**src/rtl/multi_debouncer.sv**
```systemverilog
// multi_debouncer: N-channel synchronise + debounce front end with
// press/release/long-press/auto-repeat strobes per channel.
module multi_debouncer #(
  parameter int NUM_CH = 4,
  parameter int DEBOUNCE_CYCLES = 500_000,
  parameter int HOLD_CYCLES = 50_000_000,
  parameter int REPEAT_CYCLES = 10_000_000,
  parameter logic [NUM_CH-1:0] ACTIVE_LOW_MASK = '0
) (
  input  logic              clk_in,
  input  logic              rst_n_in,
  input  logic [NUM_CH-1:0] dirty_in,
  output logic [NUM_CH-1:0] clean_out,
  output logic [NUM_CH-1:0] press_out,
  output logic [NUM_CH-1:0] release_out,
  output logic [NUM_CH-1:0] long_out,
  output logic [NUM_CH-1:0] repeat_out
);

  localparam int DW = $clog2(DEBOUNCE_CYCLES + 1);
  localparam int HW = $clog2(HOLD_CYCLES + 1);
  localparam int RW =
    (REPEAT_CYCLES > 0) ? $clog2(REPEAT_CYCLES + 1) : 1;
  localparam int R_LIM =
    (REPEAT_CYCLES > 0) ? REPEAT_CYCLES - 1 : 0;
  localparam logic [DW-1:0] D_MAX = DW'(DEBOUNCE_CYCLES - 1);
  localparam logic [HW-1:0] H_MAX = HW'(HOLD_CYCLES - 1);
  localparam logic [RW-1:0] R_MAX = RW'(R_LIM);

  typedef enum logic [1:0] {
    IDLE,
    PRESSED,
    HELD
  } state_e;

  for (genvar i = 0; i < NUM_CH; i++) begin : g_ch
    logic          s1_q, s1_d, s2_q, s2_d;
    logic          clean_q, clean_d;
    logic [DW-1:0] dcnt_q, dcnt_d;
    logic [HW-1:0] hcnt_q, hcnt_d;
    logic [RW-1:0] rcnt_q, rcnt_d;
    logic          press_q, press_d, rel_q, rel_d;
    logic          long_q, long_d, rep_q, rep_d;
    state_e        st_q, st_d;

    always_comb begin
      s1_d    = dirty_in[i] ^ ACTIVE_LOW_MASK[i];
      s2_d    = s1_q;
      clean_d = clean_q;
      dcnt_d  = '0;
      if (s2_q != clean_q) begin
        if (dcnt_q == D_MAX) clean_d = s2_q;
        else dcnt_d = dcnt_q + 1'b1;
      end
    end

    // FSM looks at clean_d so strobes line up with the new clean level
    always_comb begin
      st_d    = st_q;
      hcnt_d  = hcnt_q;
      rcnt_d  = rcnt_q;
      press_d = 1'b0;
      rel_d   = 1'b0;
      long_d  = 1'b0;
      rep_d   = 1'b0;
      unique case (st_q)
        IDLE: begin
          if (clean_d) begin
            st_d    = PRESSED;
            press_d = 1'b1;
            hcnt_d  = '0;
          end
        end
        PRESSED: begin
          if (!clean_d) begin
            st_d   = IDLE;
            rel_d  = 1'b1;
            hcnt_d = '0;
          end else if (hcnt_q == H_MAX) begin
            st_d   = HELD;
            long_d = 1'b1;
            rcnt_d = '0;
          end else begin
            hcnt_d = hcnt_q + 1'b1;
          end
        end
        HELD: begin
          if (!clean_d) begin
            st_d   = IDLE;
            rel_d  = 1'b1;
            hcnt_d = '0;
            rcnt_d = '0;
          end else if (REPEAT_CYCLES > 0) begin
            if (rcnt_q == R_MAX) begin
              rep_d  = 1'b1;
              rcnt_d = '0;
            end else begin
              rcnt_d = rcnt_q + 1'b1;
            end
          end
        end
        default: st_d = IDLE;
      endcase
    end

    always_ff @(posedge clk_in or negedge rst_n_in) begin
      if (!rst_n_in) begin
        s1_q    <= 1'b0;
        s2_q    <= 1'b0;
        clean_q <= 1'b0;
        dcnt_q  <= '0;
        hcnt_q  <= '0;
        rcnt_q  <= '0;
        press_q <= 1'b0;
        rel_q   <= 1'b0;
        long_q  <= 1'b0;
        rep_q   <= 1'b0;
        st_q    <= IDLE;
      end else begin
        s1_q    <= s1_d;
        s2_q    <= s2_d;
        clean_q <= clean_d;
        dcnt_q  <= dcnt_d;
        hcnt_q  <= hcnt_d;
        rcnt_q  <= rcnt_d;
        press_q <= press_d;
        rel_q   <= rel_d;
        long_q  <= long_d;
        rep_q   <= rep_d;
        st_q    <= st_d;
      end
    end

    assign clean_out[i]   = clean_q;
    assign press_out[i]   = press_q;
    assign release_out[i] = rel_q;
    assign long_out[i]    = long_q;
    assign repeat_out[i]  = rep_q;
  end

endmodule

```
**config.mk**
```make
export PLATFORM = sky130hd
export DESIGN_NAME = multi_debouncer
export DESIGN_NICKNAME = d
export VERILOG_FILES = /design/src/rtl/multi_debouncer.sv
export SDC_FILE = /design/constraint.sdc
export NUM_CORES = 1
export LEC_CHECK = 0
export BUFFER_PORTS_ARGS = -buffer_cell sky130_fd_sc_hd__clkbuf_2
export CAP_MARGIN = 15
export CORE_ASPECT_RATIO = 0.7
export CORE_MARGIN = 4
export CORE_UTILIZATION = 30
export DETAILED_ROUTE_END_ITERATION = 8
export MAX_ROUTING_LAYER = met4
export PLACE_DENSITY = 0.56
export SETUP_SLACK_MARGIN = 0.02
export SYNTH_ARGS = -nofsm -noshare
export SYNTH_HDL_FRONTEND = slang
export SYNTH_SLANG_ARGS = --single-unit
```
**constraint.sdc**
```tcl
create_clock -name clk_in -period 3.65 [get_ports clk_in]
set_clock_uncertainty 0.2 [all_clocks]
set_input_delay 0.5475 -clock clk_in [delete_from_list [all_inputs] [get_ports clk_in]]
set_output_delay 0.5475 -clock clk_in [all_outputs]
set_load 0.02 [all_outputs]
```
Word level (Yosys, flattened, before mapping):

Index checks and enable logic that the tools add are counted.

* register bits: 312
* output and inout port bits: 20
* word-level logic and storage cells: 248

* muxes and demuxes: 116
* $add $sub $neg: 12
* reduce and logical (&&, ||, !) cells: 28
* eq/ne operators: 48

Operator list (count)
* $mux W26: 16
* $mux W24: 16
* $pmux W26 S3: 4
* $pmux W24 S2: 4
* $mux W19: 8
* $add A26 B1 Y26 const B: 4
* $eq A26 B26 Y1 const B: 4
* $add A24 B1 Y24 const B: 4
* $eq A24 B24 Y1 const B: 4
* $add A19 B1 Y19 const B: 4
* $eq A19 B19 Y1 const B: 4
* $mux W1: 48
* $mux W2: 16
* $ne A2 B2 Y1 const B: 16
* $ne A3 B3 Y1 const B: 8
* $pmux W2 S3: 4
* $reduce_and A3 Y1: 8
* $reduce_and A4 Y1: 4
* $reduce_bool A3 Y1: 4
* $eq A2 B1 Y1 const B: 4
* $eq A2 B2 Y1 const B: 4
* $logic_not A2 Y1: 4
* $reduce_bool A2 Y1: 4
* $reduce_or A2 Y1: 4
* $ne A1 B1 Y1: 4

Longest topological paths before layout:

* word-level depth: 5
* gate-level depth with buffers: 12
* depth with buffers taken out: 8

Worst setup path after synthesis:

No wires, ideal clock.

* path kind: flip-flop to flip-flop
* start: reg g_ch[3].dcnt_q[6]
* end: reg g_ch[3].hcnt_q[4]
* buffers on the path: 4
* period minus slack after synthesis: 3.079 ns
* cell stages (with the launch flop): 11
* arrival: 2.806 ns
* data required time: 3.377 ns
* path slack: 0.571 ns
* library setup time: 0.073 ns
* cells stage by stage: dfrtp_1 or4_1 or4_1 buf_2 or3_1 buf_4 a2111oi_4 buf_6 buf_6 a21oi_1 a21oi_2

* cells in the longest elaborated chain, start to end: 5
* elaborated cells between the ends (all ways): 9
* those cells by class: eq/ne (4); mux (4); reduce/logical (1)

Ends and longest elaborated chain
* start, declared: RTL line 39 `logic [DW-1:0] dcnt_q, dcnt_d;`
* start signal, assigned: RTL line 123 `dcnt_q <= dcnt_d;`
* $eq A19 B19 Y1 (*): RTL line 52 `if (dcnt_q == D_MAX) clean_d = s2_q;`
* $mux W1 (*): RTL line 52
* $mux W1 (*): RTL line 51 `if (s2_q != clean_q) begin`
* $ne A3 B3 Y1 (no line), or another cell as far along
* $reduce_and A4 Y1 (no line) / $pmux W26 S3 (equally long branches)
* end signal, assigned: RTL line 124 `hcnt_q <= hcnt_d;`
* end, declared: RTL line 40 `logic [HW-1:0] hcnt_q, hcnt_d;`

Every way passes the cells marked *; elsewhere a longest branch is shown, timed or not.
A chain may end at the register's enable or synchronous reset.

Final worst setup path:

* start: reg g_ch[3].dcnt_q[6]
* end: reg g_ch[3].hcnt_q[0]

* cells in the longest elaborated chain, start to end: 5
* elaborated cells between the ends (all ways): 9
* those cells by class: eq/ne (4); mux (4); reduce/logical (1)

Ends and longest elaborated chain
* $eq A19 B19 Y1 (*): RTL line 52
* $mux W1 (*): RTL line 52
* $mux W1 (*): RTL line 51
* named net g_ch[3].clean_d: RTL line 38 `logic clean_q, clean_d;`
* $ne A3 B3 Y1 (no line), or another cell as far along
* $reduce_and A4 Y1 (no line) / $pmux W26 S3 (equally long branches)

Mark *: on every way through the listed nets, which the timed path passes. The rest lies on a longest branch.

==> flow_summary.ini <==
[outcome]
outcome = finished clean

[placed_design]
place_hpwl_um = 27600
io_buffers = 25
place.gp.congestion = 0.824

[yosys]
yosysTopAreaCellShare_pct = 45.2
yosys_warnings = 0
syn_area_um2 = 17300
async_flop_share_pct = 100
netlist_instances = 1913
ys_types = 81
yosysMostFrequentCell = dfrtp_1
synth_ff_type = dfrtp_1
syn_nets = 1946
synth_area_leaders = dfrtp_1 45%, a31oi_1 5.3%, nand3_1 4.1%, nand2_1 3.6%, nor2_1 3.6%
synth_area_leader_cell = dfrtp_1
ys_seq_elements = 312
synthTopCellsByCount = 312 x dfrtp_1, 167 x nand2_1, 166 x nor2_1
synth_area_per_cell_um2 = 9.03
ys_seq_area_share_pct = 45.2
synth_edf_count = 0

[floorplanning]
dieArea_um2 = 61500
num_rows = 73
start_util_pct = 30.4
core_um2 = 56900
fp.dieH_um = 209
dieWidth_um = 295
io_pins = 26

[clock_network]
clk_pin_slew_ns = 0.06
clk_path_buf_depth = 3
cts.sinks = 312
htree_levels = 2
ctsResizeCount = 0
ctsHoldBuffers = 5
cts_tree = yes
insertion_delay_ns = 0.55
root_buffer = clkbuf_16
cts_buffers = 38
post_cts_buffers = 0

[worst_setup_path]
worstSetupEndpointType = register
crit_type = reg2reg
arrival_ns = 3.61
cp-start-kind = register
path_max_fanout = 9
crit_required_ns = 3.93

[flow_run]
drv_cap = 0

[global_route]
grt_usage_pct = 13.9
grt_pass1_vias = 13900
antenna_found_initial = 0
grt_remaining_overflow = 0
grt_max_degree = 87
grt_pass1_wl_um = 71600

[timing]
hold_violations = 0
setup_tns_ns = 0
max_clock_freq_mhz = 300
rsz0062_at_grt = false
relSlewSlack_pct = 46.0
period_minus_slack_ns = 3.33
drv_slew = 0
finalSetupViolCount = 0
worst_slew_pin_slew_ns = 0.803
finalCritPeriodShare_pct = 91.2

[drt]
routed_wl_um = 41700
vias = 14700
drc = 0
vias_per_cell = 5.45
drt-initial-drc-count = 1331
drt_pass1_iterations = 5
wire_per_inst_um = 15.5
ant_nets = 0

[cells_and_area]
fillCellCount = 5790
drive_gt1_share_pct = 8.77
nets = 1956
syn_to_final_growth_pct = 13.5

[min_path]
holdCritPathClass = reg2reg

[power]
power_uw = 7590
power_leakage_uw = 0.00807
powerDensity_nw_per_um2 = 387
ir_drop_mv = 0.280
[stage by stage]
step | area, µm² | utilization [%] | std cells | hold slack (ns) | setup slack, ns
global placement | 18200 | 32.1 | 2628 | 0.140 | 0.393
finish | 19600 | 34.5 | 2701 | 0.145 | 0.322
detailed placement | 18200 | 32.1 | 2628 | 0.136 | 0.337
floorplan | 17300 | - | 1913 | 0.0519 | 0.571
CTS | 19600 | 34.5 | 2700 | 0.148 | 0.311
global route | 19600 | 34.5 | 2700 | 0.161 | 0.0940
[per-layer routing]
metal / global-route usage (%) / share of wire, %
met5: - / 0
met4: 3.71 / 1.7
met3: 2.40 / 4.8
met2: 18.7 / 41
met1: 21.4 / 53
[flip-flops by register name, indices dropped and copies added, names as in the netlist]
register      flops
g_ch.st_q         8
g_ch.rel_q        4
g_ch.s1_q         4
g_ch.dcnt_q      76
g_ch.rcnt_q      96
g_ch.press_q      4
g_ch.hcnt_q     104
g_ch.rep_q        4
g_ch.long_q       4
g_ch.clean_q      4
g_ch.s2_q         4
[cell type report]
type	count	area (µm²)	area share, %
antenna	1	2.50	0.0128
multi-input combinational	1425	8730	44.5
inverter	73	274	1.40
tap	750	938	4.79
clock inverter	13	169	0.861
timing repair buffer	73	546	2.78
clock buffer	54	1140	5.84
sequential	312	7810	39.8
[worst paths after layout]
| kind | startpoint | to | slack (ns) | cells after the start |
|---|---|---|---|---|
| worst min register to register | g_ch[2].s1_q | g_ch[2].s2_q | 0.15 | 0 |
| min in group asynchronous | rst_n_in | g_ch[3].hcnt_q[12] | 0.38 | 2 |
| max in group asynchronous | rst_n_in | g_ch[2].rcnt_q[0] | 1.83 | 3 |
| worst max register to register | g_ch[3].dcnt_q[6] | g_ch[3].hcnt_q[0] | 0.32 | 7 |
| worst max-delay path | g_ch[3].dcnt_q[6] | g_ch[3].hcnt_q[0] | 0.32 | 7 |
| worst min-delay path | g_ch[2].s1_q | g_ch[2].s2_q | 0.15 | 0 |
[cell usage in the layout (no fill, tap or decap), drive strengths merged, types with 25 or more instances in the layout]
master  netlist  layout
a21oi        80      80
a31oi       147     147
and3         80      80
buf          41      44
clkbuf       62      78
dfrtp       312     312
ha           27      27
inv          73      74
nand2       168     168
nand2b       30      30
nand3       141     141
nand4        66      66
nor2        166     166
nor3         43      43
nor4         26      26
o21ai        63      63
xnor2        25      25
xor2         41      41
[cells by family after synthesis]
group	synth area share, %
AO/OA/AOI/OAI	18.0
XOR/XNOR	3.35
adder cells (fa/ha/maj)	1.96
buffers and inverters	4.46
flip-flops	45.2
multiplexers	1.31
AND/OR/NAND/NOR	25.7
[where the power goes]
| group | switching, µW | total, µW | internal, µW | leakage (µW) |
|---|---|---|---|---|
| combinational | 92.9 | 121 | 28.1 | 0.00308 |
| sequential | 14.1 | 3490 | 3480 | 0.00433 |
| clock | 1520 | 3980 | 2460 | 0.000655 |
[critical path: stages (launching register included)]
cell,delay [ns]
dfrtp_1,0.41
or4_1,0.54
or4_1,0.67
or3_1,0.42
buf_4,0.19
nand2_2,0.17
mux2i_1,0.43
mux2_2,0.24
Power figures use the tool's default switching activity.
